`config.mk`:
```
export PLATFORM = sky130hd
export DESIGN_NAME = terminal_writer
export DESIGN_NICKNAME = d
export VERILOG_FILES = /design/src/rtl/terminal_writer.sv
export SDC_FILE = /design/constraint.sdc
export NUM_CORES = 1
export LEC_CHECK = 0
export CAP_MARGIN = 40
export CORE_MARGIN = 2
export CORE_UTILIZATION = 25
export CTS_CLUSTER_SIZE = 40
export DETAILED_ROUTE_END_ITERATION = 10
export MAX_ROUTING_LAYER = met4
export SYNTH_ARGS = -nofsm -noshare
export SYNTH_HDL_FRONTEND = slang
export SYNTH_SLANG_ARGS = --single-unit
```
`constraint.sdc`:
```
create_clock -name pixel_clk_in -period 4.1 [get_ports pixel_clk_in]
set_input_delay 0.615 -clock pixel_clk_in [delete_from_list [all_inputs] [get_ports pixel_clk_in]]
set_output_delay 0.615 -clock pixel_clk_in [all_outputs]
set_load 0.05 [all_outputs]
```
`src/rtl/terminal_writer.sv`:
```
// terminal_writer: turns a handshaked ASCII byte stream into single-cycle
// writes on the terminal-grid port. It tracks a text cursor and handles
// wrap, newline, backspace and a full-screen clear sweep.
module terminal_writer #(
    parameter int SCREEN_WIDTH   = 76,
    parameter int SCREEN_HEIGHT  = 44,
    parameter int CLEAR_ON_RESET = 1
) (
    input  logic                                          pixel_clk_in,
    input  logic                                          rst_in,
    input  logic                                          char_valid_in,
    input  logic [7:0]                                    char_in,
    output logic                                          char_ready_out,
    output logic                                          tg_write_en,
    output logic [$clog2(SCREEN_WIDTH*SCREEN_HEIGHT)-1:0] tg_addr,
    output logic [7:0]                                    tg_input,
    output logic [$clog2(SCREEN_WIDTH)-1:0]               cursor_x_out,
    output logic [$clog2(SCREEN_HEIGHT)-1:0]              cursor_y_out,
    output logic                                          busy_out
);

    localparam int CELLS = SCREEN_WIDTH * SCREEN_HEIGHT;
    localparam int AW    = $clog2(CELLS);
    localparam int XW    = $clog2(SCREEN_WIDTH);
    localparam int YW    = $clog2(SCREEN_HEIGHT);
    // Sweep index needs one extra code so "all cells written" is representable.
    localparam int IW    = $clog2(CELLS + 1);

    localparam logic [XW-1:0] X_MAX = XW'(SCREEN_WIDTH - 1);
    localparam logic [YW-1:0] Y_MAX = YW'(SCREEN_HEIGHT - 1);
    localparam logic [7:0]    SPACE = 8'd32;

    typedef enum logic {
        IDLE,
        CLEAR
    } state_t;

    state_t        state;
    logic [IW-1:0] sweep_idx;
    logic [AW-1:0] cursor_addr;
    logic          accept;

    // Row-major cell address of a grid position.
    function automatic logic [AW-1:0] cell_addr(input logic [XW-1:0] x,
                                                input logic [YW-1:0] y);
        return AW'(int'(y) * SCREEN_WIDTH + int'(x));
    endfunction

    // Row below the given one, wrapping from the last row back to the top.
    function automatic logic [YW-1:0] next_row(input logic [YW-1:0] y);
        return (y == Y_MAX) ? '0 : y + YW'(1);
    endfunction

    // Bytes that are stored on the grid.
    function automatic logic is_printable(input logic [7:0] c);
        return (c == 8'd32) || (c >= 8'd97 && c <= 8'd122) ||
               (c == 8'd40) || (c == 8'd41) ||
               (c >= 8'd60 && c <= 8'd62);
    endfunction

    assign cursor_addr = cell_addr(cursor_x_out, cursor_y_out);
    assign accept      = char_valid_in && char_ready_out;

    // Control FSM: byte handling in IDLE, one cleared cell per cycle in CLEAR.
    always_ff @(posedge pixel_clk_in or posedge rst_in) begin
        if (rst_in) begin
            state          <= (CLEAR_ON_RESET != 0) ? CLEAR : IDLE;
            sweep_idx      <= '0;
            char_ready_out <= 1'b0;
            tg_write_en    <= 1'b0;
            tg_addr        <= '0;
            tg_input       <= '0;
            cursor_x_out   <= '0;
            cursor_y_out   <= '0;
            busy_out       <= 1'b0;
        end else begin
            case (state)
                CLEAR: begin
                    if (sweep_idx < IW'(CELLS)) begin
                        tg_write_en    <= 1'b1;
                        tg_addr        <= AW'(sweep_idx);
                        tg_input       <= SPACE;
                        sweep_idx      <= sweep_idx + IW'(1);
                        busy_out       <= 1'b1;
                        char_ready_out <= 1'b0;
                    end else begin
                        // Every cell written: release the input side.
                        tg_write_en    <= 1'b0;
                        busy_out       <= 1'b0;
                        char_ready_out <= 1'b1;
                        sweep_idx      <= '0;
                        state          <= IDLE;
                    end
                end
                default: begin
                    tg_write_en    <= 1'b0;
                    busy_out       <= 1'b0;
                    char_ready_out <= 1'b1;
                    if (accept) begin
                        if (is_printable(char_in)) begin
                            tg_write_en <= 1'b1;
                            tg_addr     <= cursor_addr;
                            tg_input    <= char_in;
                            if (cursor_x_out == X_MAX) begin
                                cursor_x_out <= '0;
                                cursor_y_out <= next_row(cursor_y_out);
                            end else begin
                                cursor_x_out <= cursor_x_out + XW'(1);
                            end
                        end else begin
                            case (char_in)
                                8'd10, 8'd13: begin
                                    cursor_x_out <= '0;
                                    cursor_y_out <= next_row(cursor_y_out);
                                end
                                8'd8: begin
                                    // Both the in-row and previous-row cases land
                                    // on the cell just before the cursor.
                                    if (cursor_x_out != '0 || cursor_y_out != '0) begin
                                        tg_write_en <= 1'b1;
                                        tg_addr     <= cursor_addr - AW'(1);
                                        tg_input    <= SPACE;
                                        if (cursor_x_out != '0) begin
                                            cursor_x_out <= cursor_x_out - XW'(1);
                                        end else begin
                                            cursor_x_out <= X_MAX;
                                            cursor_y_out <= cursor_y_out - YW'(1);
                                        end
                                    end
                                end
                                8'd12: begin
                                    // Cell 0 is written on this edge; the sweep
                                    // continues from cell 1.
                                    cursor_x_out   <= '0;
                                    cursor_y_out   <= '0;
                                    tg_write_en    <= 1'b1;
                                    tg_addr        <= '0;
                                    tg_input       <= SPACE;
                                    sweep_idx      <= IW'(1);
                                    busy_out       <= 1'b1;
                                    char_ready_out <= 1'b0;
                                    state          <= CLEAR;
                                end
                                default: ;
                            endcase
                        end
                    end
                end
            endcase
        end
    end

endmodule

```
* Word level (Yosys, flattened, before mapping)
Index checks and enable logic that the tools add are counted.
Operators by class: bitwise logic cells 1, reductions and logical operators 21, $add $sub $neg 7, multiplexer cells 43, order comparisons 5, multipliers 1, eq/ne operators 15
Operators with widths (number):
- $mux W12 | 10
- $mux W8 | 5
- $eq A8 B4 Y1 const B | 4
- $mux W6 | 5
- $mux W7 | 4
- $eq A8 B6 Y1 const B | 3
- $pmux W12 S2 | 1
- $pmux W6 S3 | 1
- $pmux W8 S2 | 1
- $mux W1 | 14
- $pmux W7 S2 | 1
- $add A12 B1 Y12 const B | 1
- $add A12 B7 Y12 | 1
- $lt A12 B12 Y1 const B | 1
- $sub A12 B1 Y12 const B | 1
- $mul A6 B5 Y10 const B | 1
- $ge A8 B6 Y1 const B | 1
- $ge A8 B7 Y1 const B | 1
- $le A8 B6 Y1 const B | 1
- $le A8 B7 Y1 const B | 1
- $reduce_and A4 Y1 | 2
- $reduce_bool A4 Y1 | 2
- $add A7 B1 Y7 const B | 1
- $eq A7 B7 Y1 const B | 1
- other kinds (20) | 29
Word-level totals: word-level logic and storage cells 102, register bits after elaboration 49

* Logic depth before layout (Yosys ltp)
Gate-level depths: netlist of run 1.
depth in word-level cells 9, gate-level depth with buffers 15, mapped depth without buffers 15

* Least setup slack after synthesis of run 1
OpenSTA, ideal clock, no wires.
path kind flip-flop to flip-flop, start register cursor_y_out[2], end register tg_addr[11], arrival 3487 ps, cell stages (with the launch flop) 16, setup slack 485 ps, buffers on the path 0, path through dfrtp_1 -> inv_1 -> ha_1 -> ha_1 -> inv_1 -> fa_1 -> inv_1 -> ha_1 -> o21ai_0 -> o21ai_0 -> o2111ai_1 -> nor4_1 -> xnor2_1 -> xnor2_1 -> xnor2_1 -> o21ai_0
On the way: cells in the longest elaborated chain, start to end 8
RTL lines:
- start, declared | line 18 | output logic [$clog2(SCREEN_HEIGHT)-1:0] cursor_y_out,
- start signal, assigned | line 106 | cursor_y_out <= next_row(cursor_y_out);
- start signal, assigned | line 114 | cursor_y_out <= next_row(cursor_y_out);
- start signal, assigned | line 127 | cursor_y_out <= cursor_y_out - YW'(1);
- $mul A6 B5 Y10 | line 46 | return AW'(int'(y) * SCREEN_WIDTH + int'(x));
- $add A12 B7 Y12 | line 46
- $sub A12 B1 Y12 | line 121 | tg_addr <= cursor_addr - AW'(1);
- $mux W12 | line 119 | if (cursor_x_out != '0 || cursor_y_out != '0) begin
- $pmux W12 S2 | line 111 | case (char_in)
- $mux W12 | line 100 | if (is_printable(char_in)) begin
- $mux W12 | line 99 | if (accept) begin
- $mux W12 | line 77 | case (state)
- end signal, assigned | line 81 | tg_addr <= AW'(sweep_idx);
- end signal, assigned | line 102 | tg_addr <= cursor_addr;
- end signal, assigned | line 121
- end, declared | line 15 | output logic [$clog2(SCREEN_WIDTH*SCREEN_HEIGHT)-1:0] tg_addr,
Parallel ways exist; a longest one is shown, timed or not. The select of a mux whose other input is x is not followed. A chain may end at the register's enable or synchronous reset.

* Worst setup path after layout of run 1
Ends and elaborated chain as after synthesis.

==> results of run 1 <==
worst register-to-register path, stage by stage (launching register included):
cell       delay, ns
dfrtp_1         0.46
inv_1           0.14
ha_1            0.30
ha_1            0.16
inv_1           0.06
fa_1            0.48
inv_1           0.04
ha_1            0.33
o21ai_0         0.09
o21ai_0         0.24
o2111ai_1       0.24
nor4_1          0.38
xnor2_1         0.18
xnor2_1         0.15
xnor2_1         0.13
o21ai_0         0.08
per-stage QoR:
step	utilization (%)	power, mW	setup slack [ns]	instance area, um^2
after floorplan	-	2.12	0.485	3820
after global placement	29.6	2.61	0.406	4470
after detailed placement	29.8	2.66	0.290	4490
after CTS	30.8	3.10	0.538	4650
after global routing	30.8	3.33	0.241	4650
final	30.8	3.08	0.540	4650
state kept, by name, indices dropped and copies added, names as in the netlist:
register,cells
state,1
cursor_x_out,7
tg_input,8
cursor_y_out,6
tg_addr,12
sweep_idx,12
char_ready_out,1
busy_out,1
tg_write_en,1
per-layer routing:
metal | vias to the layer above | track usage (%)
met5 | - | -
met1 | 1675 | 15.4
met4 | 0 | 5.49
met3 | 19 | 1.75
li1 | 1710 | -
met2 | 64 | 22.8
worst paths after layout:
| kind | startpoint | endpoint | slack, ns | depth (start not counted) |
|---|---|---|---|---|
| min in group asynchronous | rst_in | tg_addr[6] | 0.58 | 2 |
| hold reg to reg | tg_addr[5] | tg_addr[5] | 0.49 | 2 |
| setup / recovery | cursor_y_out[2] | tg_addr[11] | 0.54 | 15 |
| setup reg to reg | cursor_y_out[2] | tg_addr[11] | 0.54 | 15 |
| max in group asynchronous | rst_in | state | 2.96 | 3 |
| hold / removal | tg_addr[5] | tg_addr[5] | 0.49 | 2 |
synth_stat cells (all sizes together) (4+ instances only):
cell / instances / area [um^2]
and3: 11 / 68.8
a22oi: 11 / 82.6
clkbuf: 6 / 22.5
a21oi: 20 / 100
or3: 4 / 30.0
nor4: 5 / 46.3
nor2: 29 / 128
and2: 4 / 26.3
o21bai: 4 / 30.0
dfrtp: 48 / 1200
mux2i: 4 / 40.0
nand2: 59 / 221
o221ai: 4 / 35.0
xnor2: 14 / 123
o22ai: 5 / 31.3
nor3b: 5 / 37.5
inv: 26 / 97.6
nor3: 9 / 45.0
o21a: 5 / 37.5
a31oi: 8 / 56.3
nand2b: 4 / 25.0
o21ai: 41 / 205
nand4: 5 / 31.3
xor2: 9 / 78.8
buf: 10 / 61.3
ha: 30 / 375
nor2b: 8 / 50.1
nand3: 7 / 35.0
cell families after synthesis:
logic type                 count (synthesis)  share of synthesized area (%)
xor gates and xnor gates                  23                           5.27
AOI/OAI and AO/OA                        134                           23.7
muxes                                      5                           1.44
adders and majority gates                 33                           11.4
buffers and inverters                     42                           4.75
DFF                                       49                           32.1
and+or+nand+nor                          159                           21.3
power groups by stage:
stage | Sequential, mW | Combinational (mW) | Clock, mW
5_1_grt | 0.893 | 1.97 | 0.463
4_1_cts | 0.859 | 1.80 | 0.444
3_3_place_gp | 0.855 | 1.75 | 0
2_1_floorplan | 1.14 | 0.984 | 0
6_report | 0.858 | 1.79 | 0.434
3_5_place_dp | 0.865 | 1.80 | 0
cell type report:
type / instances / area (um^2) / area share (%)
Multi-Input combinational cell: 354 / 2410 / 52.0
Clock buffer: 5 / 125 / 2.69
Sequential cell: 49 / 1230 / 26.4
Clock inverter: 3 / 28.8 / 0.619
Timing Repair Buffer: 52 / 518 / 11.2
Tap cell: 188 / 235 / 5.06
Inverter: 26 / 97.6 / 2.10
==> impl_metrics.yaml, run 1 <==
cells_and_area:
  fin_nets: 532
  layout_common_cells: "nand2_1 (59), dfrtp_1 (48), clkdlybuf4s50_1 (46)"
  drive_above_1_share_pct: 6.75
  antennaDiodeCount: 0
  fillers: 1569
  mostFrequentLayoutCell: "nand2_1"
  fin_cells: 677
  area_delta_synth_final_pct: 21.5
clock_network:
  clk_latency_ns: 0.29
  clkTransAtPathRegs_ns: 0.07
  holdBufCountCts: 0
  cts_tree: "done"
  cts_buffers: 5
  clock-sinks: 49
  cts.repair.resized: 0
  ctsRootBufferMaster: "clkbuf_16"
  htreeDepth: 2
  cts_setup_buffers: 0
  cts_buffer_depth: 2
timing:
  fin_hold_ws_ns: 0.486
  slew_headroom_pct: 40.9
  finalHoldViolations: 0
  tightest_slew_ns: 0.887
  period_minus_slack_ns: 3.56
  min_period_over_period_pct: 86.8
  finalSetupTns_ns: 0
  grt_setup_unrepaired: "no"
  drv_slew: 0
  maxClockFrequency_ghz: 0.281
  final.setup_skew_ns: 0.00653
  finalSetupViolations: 0
power:
  power.leakage_nw: 1.97
  ir_drop_mv: 0.254
  powerDensity_mw_per_mm2: 664
  combPwrFrac_pct: 58.1
  clkPwrFrac_pct: 14.1
  switching_share_pct: 50.1
  p_seq_share_pct: 27.8
  p_sw_mw: 1.55
  p_int_mw: 1.54
global_route:
  grt_max_degree: 38
  grt-ovfl-total: 0
  grt_pass1_wl_um: 17000
  gr-usage-all-layers_pct: 13.2
  antenna_found_initial: 0
  grt_pass1_vias: 3457
setup_path:
  worst_setup_path_end_kind: "register"
  required_ns: 4.28
  slowest_stage: "fa_1"
  critPathTopFamily: "adder cells"
  path_cells: "inv_1 -> ha_1 -> ha_1 -> inv_1 -> fa_1 -> inv_1 -> ha_1 -> o21ai_0 -> o21ai_0 -> o2111ai_1 -> nor4_1 -> xnor2_1 -> xnor2_1 -> xnor2_1 -> o21ai_0"
  worstPathBufferInverterCount: 3
  critPathLaunchType: "register"
  arrival_ns: 3.74
  crit_type: "register to register"
  crit_fanout: 7
  max_stage_delay_ns: 0.48
routing:
  dr_wl_met3_um: 300
  viasPerCell: 5.12
  top_layer_used: "met4"
  routed_wl_um: 10100
  drc_errors: 0
  dr.pass1.iters: 5
  initialDrtViolationCount: 242
  wire_per_inst_um: 14.9
  drtAntennaViolNets: 0
  m1WireLength_um: 4450
  dr_total_vias: 3468
  wl_met2_um: 5120
logic_synthesis:
  netlist_area_mm2: 0.00382
  yosysWarnings: 0
  synth_cell_types: 70
  netlist_instances: 445
  postSynth.asyncResetShare_pct: 100
  synth_edf_count: 0
  postSynthAreaPerCell_um2: 8.59
  syn-num-nets: 489
  synth_seq_area_share_pct: 32.1
  synth_seq_cells: 49
  synthFlopType: "dfrtp_1"
place:
  dp.cells: 669
  gp_congestion: 0.875
  place.detailed.hpwl_um: 7880
  port_buffers: 46
floorplanning:
  ios: 47
  placementRows: 45
  coreArea_mm2: 0.0151
  die_area_mm2: 0.0163
  dieHeight_um: 128
  die_width_um: 128
  initial_core_util_pct: 25.3
job:
  maxCapViolCount: 0
min_path:
  worst_hold_path_type: "register to register"
outcome:
  run_status: "completed"
Power figures use the tool's default switching activity.
==> run 2: changes to the inputs <==
- CTS_CLUSTER_SIZE: 40 -> unset
==> results of run 2 <==
No change in the layout: final DEF, timing and power equal those of run 1.
==> run 3: changes to the inputs <==
- REMOVE_ABC_BUFFERS: unset -> 1
- TNS_END_PERCENT: unset -> 100
==> impl_metrics.yaml, run 3 (synthesis gave the netlist of run 1 again) <==
outcome:
  run_status: "completed"
timing:
  fin_hold_ws_ns: 0.481
  final.setup_skew_ns: 0.00529
  grt_setup_unrepaired: "no"
  drv_slew: 0
  slew_headroom_pct: 55.9
  finalHoldViolations: 0
  tightest_slew_ns: 0.660
  finalSetupViolations: 0
  period_minus_slack_ns: 3.60
  maxClockFrequency_ghz: 0.278
  finalSetupTns_ns: 0
  min_period_over_period_pct: 87.8
clock_network:
  cts_buffer_depth: 2
  htreeDepth: 2
  cts_buffers: 5
  clkTransAtPathRegs_ns: 0.08
  clock-sinks: 49
  clk_latency_ns: 0.30
  holdBufCountCts: 0
  ctsRootBufferMaster: "clkbuf_16"
  cts_tree: "done"
  cts_setup_buffers: 0
  cts.repair.resized: 0
global_route:
  met2_usage_pct: 20.0
  grtUsageMet3_pct: 2.30
  grt_max_degree: 37
  use_met1_pct: 16.9
  grt_pass1_wl_um: 16600
  antenna_found_initial: 0
  grt-ovfl-total: 0
  busiest_layer: "met2"
  grt_pass1_vias: 3377
  gr-usage-all-layers_pct: 12.8
job:
  maxCapViolCount: 0
floorplanning:
  placementRows: 45
  coreArea_mm2: 0.0151
  initial_core_util_pct: 25.3
  ios: 47
  die_area_mm2: 0.0163
  dieHeight_um: 128
  die_width_um: 128
setup_path:
  crit_fanout: 7
  critPathLaunchType: "register"
  arrival_ns: 3.78
  required_ns: 4.28
  reg2reg_depth: 15
  worst_setup_path_end_kind: "register"
  crit_type: "register to register"
cells_and_area:
  mostFrequentLayoutCell: "nand2_1"
  area_delta_synth_final_pct: 21.5
  antennaDiodeCount: 0
  reg_top3: "sweep_idx (12), tg_addr (12), tg_input (8)"
  fin_nets: 532
  drive_above_1_share_pct: 6.75
  layout_common_cells: "nand2_1 (59), dfrtp_1 (48), clkdlybuf4s50_1 (46)"
place:
  place.detailed.hpwl_um: 7470
  gp_congestion: 0.900
  port_buffers: 46
power:
  power.leakage_nw: 1.96
  clkPwrFrac_pct: 14.4
  total_power_mw: 3.07
  combPwrFrac_pct: 57.8
  powerDensity_mw_per_mm2: 661
  switching_share_pct: 50.1
  p_seq_share_pct: 27.9
  p_sw_mw: 1.54
  ir_drop_mv: 0.198
  p_int_mw: 1.53
routing:
  drc_errors: 0
  dr_total_vias: 3383
  drtAntennaViolNets: 0
  routed_wl_um: 9740
  viasPerCell: 5.00
  dr.pass1.iters: 4
  initialDrtViolationCount: 204
  wire_per_inst_um: 14.4
min_path:
  worst_hold_path_type: "register to register"
  hold_depth: 2
[run 3: cell types whose count changed in the layout (fill, tap and decap cells not counted), sizes merged]
cell	change
clkinvlp	+2
clkinv	-1
inv	-1
[run 3: power groups by stage]
stage | registers [mW] | logic, mW | clock network (mW)
2_1_floorplan | 1.15 | 0.955 | 0
3_3_place_gp | 0.862 | 1.74 | 0
3_5_place_dp | 0.863 | 1.77 | 0
4_1_cts | 0.857 | 1.78 | 0.454
5_1_grt | 0.886 | 1.98 | 0.473
6_report | 0.854 | 1.77 | 0.442
[run 3: worst paths after layout]
kind / endpoint / start / slack, ns
min: tg_addr[5] / tg_addr[5] / 0.48
max: tg_addr[11] / cursor_y_out[2] / 0.50
min in group asynchronous: tg_addr[6] / rst_in / 0.59
min reg2reg: tg_addr[5] / tg_addr[5] / 0.48
max in group asynchronous: state / rst_in / 2.95
max reg2reg: tg_addr[11] / cursor_y_out[2] / 0.50
[run 3: routing by layer]
metal	up-vias	wire [um]
li1	1704	-
met1	1578	4620
met2	88	4470
met3	13	493
met4	0	151
met5	-	0
[run 3: critical path, cell delays in order, from the launching register on]
cell	delay, ns
dfrtp_1	0.49
inv_1	0.15
ha_1	0.30
ha_1	0.17
inv_1	0.05
fa_1	0.47
inv_1	0.04
ha_1	0.34
o21ai_0	0.09
o21ai_0	0.23
o2111ai_1	0.23
nor4_1	0.37
xnor2_1	0.17
xnor2_1	0.15
xnor2_1	0.13
o21ai_0	0.08
[run 3: area by class of cell]
class                           instances  area (um^2)
Fill cell                            1590        10400
Inverter                               26         97.6
Multi-Input combinational cell        354         2410
Tap cell                              188          235
Clock inverter                          3         26.3
Clock buffer                            5          125
Sequential cell                        49         1230
Timing Repair Buffer                   52          518
[run 3: through the flow]
stage | setup WS [ns] | cell area, um^2 | std cells | util [%]
after floorplan | 0.485 | 3740 | 429 | -
after global placement | 0.545 | 4470 | 668 | 29.6
after detailed placement | 0.480 | 4490 | 669 | 29.8
after CTS | 0.467 | 4640 | 677 | 30.8
after global routing | 0.100 | 4640 | 677 | 30.8
final | 0.498 | 4640 | 677 | 30.8
